**src/rtl/aes_decipher_block.sv**
```systemverilog
// ----------------------------------------------------------------------------
// aes_decipher_block
//
// Iterative AES-128 inverse cipher. One 128-bit ciphertext is decrypted per
// accepted `next` pulse in 61 cycles:
//   INIT  : AddRoundKey with key 10
//   per round (x10): ISR (InvShiftRows), SBOX (4 cycles, one 32-bit word per
//   cycle through the shared external inverse S-box), ARK (AddRoundKey, then
//   InvMixColumns except in the final round).
// Round keys come from an external key memory addressed by `round`, which
// counts down from NR to 0.
//
// Ports:
//   clk        in   1    system clock, rising edge
//   reset      in   1    asynchronous active-low reset
//   next       in   1    start decryption of `block` (only honoured when idle)
//   block      in   128  ciphertext, captured when `next` is accepted
//   roundKey   in   128  round key for index `round` (combinational read)
//   round      out  4    round-key index requested from key memory
//   invSubIn   out  32   state word presented to the external inverse S-box
//   invSubOut  in   32   inverse S-box result for invSubIn
//   newBlock   out  128  plaintext result register
//   ready      out  1    high when idle and newBlock is valid
//
// Optional feature (macro AES_DEC_CBC_EN):
//   iv         in   128  initial chaining value
//   ivLoad     in   1    load iv into the chain register (idle only, wins
//                        over `next`)
//   On completion the plaintext is XORed with the chain register and the
//   chain register takes the ciphertext of the finished block (CBC decrypt).
// ----------------------------------------------------------------------------
module aes_decipher_block #(
  parameter int unsigned NR = 32'd10
) (
  input  logic         clk,
  input  logic         reset,
  input  logic         next,
  input  logic [127:0] block,
  input  logic [127:0] roundKey,
  output logic [3:0]   round,
  output logic [31:0]  invSubIn,
  input  logic [31:0]  invSubOut,
`ifdef AES_DEC_CBC_EN
  input  logic [127:0] iv,
  input  logic         ivLoad,
`endif
  output logic [127:0] newBlock,
  output logic         ready
);

  typedef enum logic [2:0] {
    IDLE = 3'd0,
    INIT = 3'd1,
    ISR  = 3'd2,
    SBOX = 3'd3,
    ARK  = 3'd4
  } fsm_t;

  localparam logic [3:0] LAST_KEY = 4'(NR);

  // GF(2^8) multiply by x, reduction polynomial 0x11b
  function automatic logic [7:0] xtime(input logic [7:0] a);
    return {a[6:0], 1'b0} ^ (a[7] ? 8'h1b : 8'h00);
  endfunction

  // InvMixColumns on one column; byte 0 is bits 31:24
  function automatic logic [31:0] inv_mix_column(input logic [31:0] col);
    logic [7:0] a  [4];
    logic [7:0] x2 [4];
    logic [7:0] x4 [4];
    logic [7:0] x8 [4];
    logic [7:0] m9 [4];
    logic [7:0] mb [4];
    logic [7:0] md [4];
    logic [7:0] me [4];
    for (int i = 0; i < 4; i++) begin
      a[i]  = col[31 - 8*i -: 8];
      x2[i] = xtime(a[i]);
      x4[i] = xtime(x2[i]);
      x8[i] = xtime(x4[i]);
      m9[i] = x8[i] ^ a[i];
      mb[i] = x8[i] ^ x2[i] ^ a[i];
      md[i] = x8[i] ^ x4[i] ^ a[i];
      me[i] = x8[i] ^ x4[i] ^ x2[i];
    end
    return {me[0] ^ mb[1] ^ md[2] ^ m9[3],
            m9[0] ^ me[1] ^ mb[2] ^ md[3],
            md[0] ^ m9[1] ^ me[2] ^ mb[3],
            mb[0] ^ md[1] ^ m9[2] ^ me[3]};
  endfunction

  function automatic logic [127:0] inv_mix_columns(input logic [127:0] s);
    return {inv_mix_column(s[127:96]), inv_mix_column(s[95:64]),
            inv_mix_column(s[63:32]),  inv_mix_column(s[31:0])};
  endfunction

  // Byte (row r, column c) lives at index 4c+r; row r rotates right by r
  function automatic logic [127:0] inv_shift_rows(input logic [127:0] s);
    logic [127:0] o;
    o = 128'h0;
    for (int c = 0; c < 4; c++) begin
      for (int r = 0; r < 4; r++) begin
        o[127 - 8*(4*c + r) -: 8] = s[127 - 8*(4*((c - r + 4) % 4) + r) -: 8];
      end
    end
    return o;
  endfunction

  fsm_t         fsm_r;
  logic [127:0] state_r;
  logic [1:0]   cnt_r;
  logic [127:0] ark_s;
  logic [127:0] imc_s;
  logic [127:0] isr_s;
  logic [127:0] sub_state_s;
  logic [31:0]  next_word_s;
  logic [127:0] result_s;
`ifdef AES_DEC_CBC_EN
  logic [127:0] chain_r;
  logic [127:0] cipher_r;
`endif

  assign ark_s = state_r ^ roundKey;
  assign imc_s = inv_mix_columns(ark_s);
  assign isr_s = inv_shift_rows(state_r);

`ifdef AES_DEC_CBC_EN
  assign result_s = ark_s ^ chain_r;
`else
  assign result_s = ark_s;
`endif

  // Substitute the current word with the S-box result and pick the word
  // the S-box must see next (the following word is still untouched)
  always_comb begin
    sub_state_s = state_r;
    next_word_s = 32'h0;
    case (cnt_r)
      2'd0: begin
        sub_state_s[127:96] = invSubOut;
        next_word_s         = state_r[95:64];
      end
      2'd1: begin
        sub_state_s[95:64]  = invSubOut;
        next_word_s         = state_r[63:32];
      end
      2'd2: begin
        sub_state_s[63:32]  = invSubOut;
        next_word_s         = state_r[31:0];
      end
      2'd3: begin
        sub_state_s[31:0]   = invSubOut;
        next_word_s         = 32'h0;
      end
      default: begin
        sub_state_s = state_r;
        next_word_s = 32'h0;
      end
    endcase
  end

  // Round sequencer: state, counters and all registered outputs
  always_ff @(posedge clk or negedge reset) begin
    if (!reset) begin
      fsm_r    <= IDLE;
      state_r  <= 128'h0;
      cnt_r    <= 2'd0;
      round    <= 4'd0;
      invSubIn <= 32'h0;
      newBlock <= 128'h0;
      ready    <= 1'b1;
`ifdef AES_DEC_CBC_EN
      chain_r  <= 128'h0;
      cipher_r <= 128'h0;
`endif
    end else begin
      case (fsm_r)
        IDLE: begin
`ifdef AES_DEC_CBC_EN
          if (ivLoad) begin
            chain_r <= iv;
          end else
`endif
          if (next) begin
            state_r  <= block;
            round    <= LAST_KEY;
            ready    <= 1'b0;
            fsm_r    <= INIT;
`ifdef AES_DEC_CBC_EN
            cipher_r <= block;
`endif
          end else begin
            fsm_r <= IDLE;
          end
        end
        INIT: begin
          state_r <= ark_s;
          round   <= LAST_KEY - 4'd1;
          fsm_r   <= ISR;
        end
        ISR: begin
          state_r  <= isr_s;
          cnt_r    <= 2'd0;
          invSubIn <= isr_s[127:96];
          fsm_r    <= SBOX;
        end
        SBOX: begin
          state_r  <= sub_state_s;
          cnt_r    <= cnt_r + 2'd1;
          invSubIn <= next_word_s;
          if (cnt_r == 2'd3) begin
            fsm_r <= ARK;
          end else begin
            fsm_r <= SBOX;
          end
        end
        ARK: begin
          if (round != 4'd0) begin
            state_r <= imc_s;
            round   <= round - 4'd1;
            fsm_r   <= ISR;
          end else begin
            // Final round: no InvMixColumns, publish the plaintext
            newBlock <= result_s;
            ready    <= 1'b1;
            fsm_r    <= IDLE;
`ifdef AES_DEC_CBC_EN
            chain_r  <= cipher_r;
`endif
          end
        end
        default: begin
          fsm_r <= IDLE;
        end
      endcase
    end
  end

endmodule

```
**config.mk**
```make
export PLATFORM = sky130hd
export DESIGN_NAME = aes_decipher_block
export DESIGN_NICKNAME = d
export VERILOG_FILES = /design/src/rtl/aes_decipher_block.sv
export SDC_FILE = /design/constraint.sdc
export NUM_CORES = 1
export LEC_CHECK = 0
export ABC_AREA = 1
export ABC_CLOCK_PERIOD_IN_PS = 2950
export CELL_PAD_IN_SITES_DETAIL_PLACEMENT = 1
export CELL_PAD_IN_SITES_GLOBAL_PLACEMENT = 2
export CORE_MARGIN = 3
export CORE_UTILIZATION = 31
export CTS_BUF_LIST = sky130_fd_sc_hd__clkbuf_8
export CTS_CLUSTER_DIAMETER = 50
export DETAILED_ROUTE_END_ITERATION = 7
export GPL_ROUTABILITY_DRIVEN = 0
export GPL_TIMING_DRIVEN = 0
export PLACE_DENSITY = 0.86
export SLEW_MARGIN = 20
export SYNTH_ARGS = -nofsm -noshare
export SYNTH_HDL_FRONTEND = slang
export SYNTH_SLANG_ARGS = --single-unit
```
**constraint.sdc**
```tcl
create_clock -name clk -period 2.95 [get_ports clk]
set_input_delay 0.885 -clock clk [delete_from_list [all_inputs] [get_ports clk]]
set_output_delay 0.885 -clock clk [all_outputs]
set_load 0.02 [all_outputs]
```
; After elaboration in Yosys (flattened, before gate mapping)
; Index checks and enable logic that the tools add are counted.
[op_classes]
n_addsub = 2
eq_ne = 14
n_mux = 68
bitwise = 195
reduce_logical = 19
[ops]
columns = op, n
row1 = $xor A8 B8 Y8, 144
row2 = $pmux W128 S5, 1
row3 = $xor A8 B5 Y8, 48
row4 = $mux W128, 2
row5 = $mux W5, 48
row6 = $mux W32, 4
row7 = $pmux W32 S4, 1
row8 = $xor A128 B128 Y128, 1
row9 = $pmux W32 S2, 1
row10 = $reduce_and A5 Y1, 4
row11 = $reduce_and A4 Y1, 4
row12 = $pmux W3 S5, 1
row13 = $pmux W4 S3, 1
row14 = $mux W4, 2
row15 = $ne A2 B2 Y1 const B, 4
row16 = $reduce_bool A4 Y1, 2
row17 = $eq A3 B2 Y1 const B, 2
row18 = $ne A2 B1 Y1 const B, 3
row19 = $reduce_and A3 Y1, 2
row20 = $reduce_bool A5 Y1, 1
row21 = $eq A2 B2 Y1 const B, 2
row22 = $pmux W2 S2, 1
row23 = $reduce_bool A2 Y1, 2
row24 = $sub A4 B1 Y4 const B, 1
row25 = other kinds (13), 16
[totals]
register_bits = 298
output_inout_bits = 165

; Longest topological paths before layout
; Gate-level depths: netlist of run 1.
[depth]
depth_word = 14
depth_mapped = 20
depth_no_buf = 20

; Worst setup path after synthesis of run 1
; OpenSTA, ideal clock, no wires.
[synth_timing]
kind = in2reg
startpoint = input port roundKey[94]
endpoint = register state_r[88]
setup_time_ps = 116
arrival_time_ps = 2444
t_required_ps = 2834
path_slack_ps = 389
path_stages = 12
path_buffers = 0
cell_sequence = xnor2_1 > nand2_1 > nand2_1 > xor2_1 > xor2_1 > or2_2 > nand2_1 > nand2_1 > nand3_1 > nand2_1 > nand2_1 > nand2_1
[synth_via]
elab_chain_len = 11
[synth_rtl]
columns = item, line
row1 = start: declaration, 39  ; input logic [127:0] roundKey,
row2 = $xor A128 B128 Y128, 123  ; assign ark_s = state_r ^ roundKey;
row3 = $xor A8 B5 Y8, 63  ; return {a[6:0], 1'b0} ^ (a[7] ? 8'h1b : 8'h00);
row4 = $mux W5, 63
row5 = $xor A8 B5 Y8, 63
row6 = $xor A8 B8 Y8 (2 in series), 84  ; me[i] = x8[i] ^ x4[i] ^ x2[i];
row7 = $xor A8 B8 Y8 (3 in series), 86  ; return {me[0] ^ mb[1] ^ md[2] ^ m9[3],
row8 = $mux W128, 218  ; if (round != 4'd0) begin
row9 = $pmux W128 S5, 177  ; case (fsm_r)
row10 = end signal: assignment, 185  ; state_r <= block;
row11 = end signal: assignment, 197  ; state_r <= ark_s;
row12 = end signal: assignment, 219  ; state_r <= imc_s;
row13 = end: declaration, 110  ; logic [127:0] state_r;
; No other way between the ends. The select of a mux whose other input is x is not followed.
; A chain may end at the register's enable or synchronous reset.

; Worst setup path after layout of run 1
[layout_timing]
startpoint = register fsm_r[1]
endpoint = register state_r[111]
[layout_via]
elab_chain_len = 3
word_cells_on_any_way = 11
[layout_rtl]
columns = item, line
row1 = start: declaration, 109  ; fsm_t fsm_r;
row2 = start signal: assignment, 165  ; fsm_r <= IDLE;
row3 = start signal: assignment, 188  ; fsm_r <= INIT;
row4 = start signal: assignment, 193  ; fsm_r <= IDLE;
row5 = $eq A3 B3 Y1 (tied with other cells), 177
row6 = $reduce_bool A5 Y1 (no source line) (tied with other cells), n/a
row7 = $reduce_and A4 Y1 (no source line), n/a
row8 = end signal: assignment, 185
row9 = end signal: assignment, 197
row10 = end signal: assignment, 202  ; state_r <= isr_s;
; Several ways; a longest one is shown, not always the timed one.

==> results of run 1 <==
[registers in the layout (all words and copies together), names as in the netlist]
name,count
ready,1
newBlock,128
fsm_r,3
invSubIn,32
round,4
state_r,128
cnt_r,2
[worst max-delay path, stage by stage, from the launching register on]
cell,delay (ns)
dfrtp_1,0.47
inv_1,0.07
nor2_1,0.35
inv_2,0.19
nor2_4,0.32
buf_2,0.39
nand2_2,0.31
nand2_1,0.36
a211oi_1,0.08
o21ai_0,0.20
o211ai_1,0.14
nand2_1,0.08
[placed cells by master, fill, tap and decap left out, drive strengths merged, types with 28 or more instances in the layout]
cell type and instances:
nand2 2221, or2 28, dlymetal6s2s 42, a22oi 30, clkdlybuf4s50 404, nor2 284, inv 326, o21ai 244
dfrtp 297, a221oi 83, xor2 433, nand3 373, buf 134, xnor2 263, a21oi 79, clkbuf 187
[layer usage]
metal / GRT usage / part of all wire
met1: 0.461 / 0.39
met2: 0.536 / 0.42
met4: 0.206 / 0.070
met5: 0 / 0.0032
met3: 0.120 / 0.12
[metrics by stage]
stage | TNS (ns) | area, sq um | util | std cells | setup slack, ns
after global routing | -0.522 | 42400 | 0.430 | 6839 | -0.0615
after CTS | -0.278 | 40000 | 0.405 | 6756 | -0.0804
after floorplan | 0 | 31000 | - | 4880 | 0.389
after global placement | -4079.60 | 37100 | 0.376 | 6622 | -13.18
after detailed placement | -106.90 | 37300 | 0.378 | 6626 | -1.24
final | -0.749 | 42400 | 0.430 | 6843 | -0.110
[logic make-up after synthesis]
| family | after synthesis | share of synthesized area |
|---|---|---|
| AO/OA/AOI/OAI | 466 | 0.0906 |
| XOR/XNOR | 697 | 0.219 |
| adder cells (fa/ha/maj) | 5 | 0.00202 |
| buffers and inverters | 451 | 0.0557 |
| flip-flops | 298 | 0.241 |
| AND/OR/NAND/NOR | 2963 | 0.392 |
[worst paths after layout]
check / to / slack (ns) / startpoint / cells past startpoint
setup reg to reg: state_r[111]$_DFFE_PN0P_ / -0.11 / fsm_r[1]$_DFF_PN0_ / 11
setup / recovery: state_r[111]$_DFFE_PN0P_ / -0.11 / fsm_r[1]$_DFF_PN0_ / 11
hold / removal: newBlock[29]$_DFFE_PN0P_ / 0.1 / reset / 1
min in group clk: newBlock[74]$_DFFE_PN0P_ / 0.48 / newBlock[74]$_DFFE_PN0P_ / 2
hold reg to reg: newBlock[74]$_DFFE_PN0P_ / 0.48 / newBlock[74]$_DFFE_PN0P_ / 2
max in group asynchronous: state_r[116]$_DFFE_PN0P_ / 1.57 / reset / 3
[final cells by class]
cell class                 count  area [sq um]
antenna                        6          15.0
buffer                       131           603
clock buffer                  85          1170
clock inverter                26           315
fill                       12500         56300
inverter                     318          1200
multi-input combinational   4131         24500
sequential                   298          7470
tap                         1287          1610
timing repair buffer         561          5530
[timing repair]
item,CTS,global route
setup buffers,19,83
resized for setup,157,323
setup endpoints to repair,144,149
pin swaps,13,55
==> results_dict.tcl, run 1 <==
set metrics [dict create \
    holdBufCountCts 0 \
    yosysTopAreaCell "nand2_1" \
    number_of_buffers_inserted_during_clock_tree_synthesis 68 \
    timing.critical_path.from_type "flip-flop" \
    synth.cell_area_sq_um 31000 \
    tritoncts_clock_tree "built" \
    num_rows 115 \
    top_level_ports 456 \
    proportion_of_register_bits_with_asynchronous_set_or_reset_after_synthesis 1.00 \
    syn_nets 5176 \
    max_cap_viol_count 0 \
    fmax_mhz 327 \
    htreeDepth 3 \
    hold_violations 0 \
    synthTopCellsByCount "2144 x nand2_1, 387 x xor2_1, 372 x nand3_1, 300 x inv_1, 297 x dfrtp_1" \
    status "finished with violations" \
    chipWidth_microns 322 \
    place_hpwl_mm 156 \
    grt_pass1_wl_mm 268 \
    wirelength_routed_mm 196 \
    detailedRoute.firstIterationViolations 4137 \
    cts_buffer_depth 3 \
    failed_checks "setup timing" \
    final_antenna_net_count 0 \
    grt_overflow 0 \
    port-buffer-count 455 \
    synthesis.yosys.warnings 0 \
    timing.critical_path.arrival_ns 3.72 \
    share_of_the_synthesized_area_in_the_top_cell_type 0.260 \
    dr.pass1.iters 8 \
    holdWs_ns 0.0953 \
    yosys-top-cells-area "nand2_1 26%, dfrtp_1 24%, xor2_1 11%" \
    drive_above_1_share 0.121 \
    die_area_sq_um 104000 \
    via_density 5.59 \
    slew-limit-headroom 0.105 \
    crit_path_end_kind "flip-flop" \
    first_global_vias 36900 \
    worstPathMaxFanout 10 \
    setup_viol 19 \
    ys_types 49 \
    clock_latency_ns 0.76 \
    ys_dominant_reg_cell "dfrtp_1" \
    most_common_cell_in_the_synthesized_netlist "nand2_1" \
    unrepaired_setup_endpoints_after_global_routing "true" \
    clk_root_buffer_cell "clkbuf_8" \
    core-area_sq_um 98700 \
    synth.avg_cell_area_sq_um 6.35 \
    ys_seq_elements 298 \
    critical_path_class "reg -> reg" \
    final_net_count 5805 \
    route.detailed.drc 0 \
    clock_skew_ns 0.0552 \
    critical_path_required_time_ns 3.61 \
    final_critical_path_setup_slack_ns -0.110 \
    area_growth_syn_to_layout_pct 36.9 \
    floorplan.die.height_microns 322 \
    synth-edff-count 0 \
    numClockSinks 298 \
    initial_core_util 0.314 \
    synth.yosys.seq_area_share 0.241 \
    grt_antenna_before_repair 16 \
    grt_start_max_net_pins 93 \
    synthesis.instances 4880 \
    drv_slew 0 \
    route.detailed.wl_per_inst_microns 28.6 \
    cts.clk_slew.worst_paths_ns 0.07 \
    max_slew.worst_pin.slew_ns 1.34 \
    hold_path_class "in -> async" \
    fin_crit_share 1.04 \
    gr-usage-all-layers 0.362 \
    detailroute.via_count 38300 \
    finalWorstPathRequiredPeriod_ns 3.06 \
]
Power of run 1 is not shown: default switching activity piles up to over one toggle a cycle in this logic, so the estimate is an artifact.
==> run 2: changes to the inputs <==
SLEW_MARGIN = not set   (was 20)
==> results_dict.tcl, run 2 (synthesis gave the netlist of run 1 again) <==
set metrics [dict create \
    status "finished with violations" \
    failed_checks "setup timing" \
    grt_overflow 0 \
    final_critical_path_setup_slack_ns -0.106 \
    route.detailed.wl_per_inst_microns 28.5 \
    max_cap_viol_count 0 \
    number_of_buffers_inserted_during_clock_tree_synthesis 67 \
    reg2reg_depth 8 \
    critical_path_class "reg -> reg" \
    biggestRegsByFlops "newBlock: 128 flops, state_r: 128 flops, invSubIn: 32 flops" \
    cts.clk_slew.worst_paths_ns 0.06 \
    floorplan.die.height_microns 322 \
    die_area_sq_um 104000 \
    cts_buffer_depth 3 \
    r2r-start "cnt_r[1]$_DFFE_PN0P_" \
    via_density 5.60 \
    place_hpwl_mm 156 \
    grt_start_max_net_pins 110 \
    area_growth_syn_to_layout_pct 36.9 \
    setup_viol 15 \
    worstPathMaxFanout 10 \
    port-buffer-count 455 \
    fmax_mhz 327 \
    critical_path.reg2reg.endpoint "invSubIn[28]$_DFFE_PN0P_" \
    holdBufCountCts 0 \
    final_net_count 5817 \
    wirelength_routed_mm 196 \
    hold_path_class "in -> async" \
    fin_crit_share 1.04 \
    worst-r2r-setup-slack_ns -0.11 \
    layout_common_cells "2094 x nand2_1, 405 x clkdlybuf4s50_1, 372 x nand3_1" \
    grt_antenna_before_repair 12 \
    final_antenna_net_count 0 \
    finalWorstPathRequiredPeriod_ns 3.06 \
    clock_skew_ns 0.0396 \
    tritoncts_clock_tree "built" \
    clock_latency_ns 0.74 \
    chipWidth_microns 322 \
    final_core_util 0.430 \
    initial_core_util 0.314 \
    nFillCells 12600 \
    num_rows 115 \
    slew-limit-headroom 0.150 \
    clk_root_buffer_cell "clkbuf_8" \
    drive_above_1_share 0.121 \
    numClockSinks 298 \
    dr.pass1.iters 8 \
    detailedRoute.firstIterationViolations 4111 \
    timing.critical_path.from_type "flip-flop" \
    crit_path_start "cnt_r[1]$_DFFE_PN0P_" \
    max_slew.worst_pin.slew_ns 1.28 \
    top_level_ports 456 \
    gr-usage-all-layers 0.361 \
    unrepaired_setup_endpoints_after_global_routing "true" \
    first_global_vias 36900 \
    crit_path_end_kind "flip-flop" \
    critical_path_required_time_ns 3.58 \
    hold_violations 0 \
    core-area_sq_um 98700 \
    timing.critical_path.arrival_ns 3.69 \
    drv_slew 0 \
    htreeDepth 3 \
    grt_pass1_wl_mm 267 \
    detailroute.via_count 38400 \
    mostFrequentLayoutCell "nand2_1" \
    route.detailed.drc 0 \
]
-- run 2: worst max-delay path, cell delays in order (launching register included) --
cell and delay, ns:
dfrtp_1 0.40, inv_1 0.11, ha_1 0.15, clkbuf_1 0.26, clkbuf_1 0.58, nand2_1 0.13
a21oi_1 1.01, a21oi_1 0.08, o21ai_0 0.20
-- run 2: worst max path at each step --
| stage | cells after the start | end | slack (ns) |
|---|---|---|---|
| after floorplan | 12 | state_r[88]$_DFFE_PN0P_ | 0.39 |
| after global placement | 1 | newBlock[116]$_DFFE_PN0P_ | -13.18 |
| after detailed placement | 12 | state_r[126]$_DFFE_PN0P_ | -1.54 |
| after CTS | 17 | state_r[11]$_DFFE_PN0P_ | 0.002 |
| after global routing | 15 | state_r[94]$_DFFE_PN0P_ | -0.07 |
| final | 8 | invSubIn[28]$_DFFE_PN0P_ | -0.11 |
-- run 2: metrics by stage --
step	TNS [ns]	setup slack, ns	hold slack (ns)	cells	cell area [sq um]
5_1_grt	-0.416	-0.0723	0.321	6856	42400
4_1_cts	0	0.00196	0.253	6763	39900
3_5_place_dp	-133.12	-1.54	0.472	6625	37200
2_1_floorplan	0	0.389	0.489	4880	31000
3_3_place_gp	-4079.60	-13.18	0.467	6622	37100
6_report	-0.541	-0.106	0.255	6856	42400
-- run 2: what timing repair did --
item                       in CTS  in global routing
gates resized for setup       163                309
setup endpoints to repair     197                136
buffers inserted               22                 93
pin swaps                      13                 48
cloned                          0                  1
-- run 2: layout make-up --
| class | instances | area [sq um] | share of cell area |
|---|---|---|---|
| Clock inverter | 38 | 344 | 0.00811 |
| Clock buffer | 78 | 1070 | 0.0253 |
| Timing Repair Buffer | 573 | 5620 | 0.132 |
| Tap cell | 1287 | 1610 | 0.0380 |
| Sequential cell | 298 | 7470 | 0.176 |
| Buffer | 131 | 603 | 0.0142 |
| Multi-Input combinational cell | 4132 | 24500 | 0.577 |
| Inverter | 318 | 1200 | 0.0284 |
| Antenna cell | 1 | 2.50 | 0.0000590 |
-- run 2: layer usage --
layer  track usage  up-vias  part of all wire
met4         0.198       14             0.068
met2         0.538     2259              0.42
met1         0.459    18800              0.39
met3         0.120      562              0.12
met5             0        -            0.0013
li1              -    16700                 -
Power of run 2 is left out for the same reason.
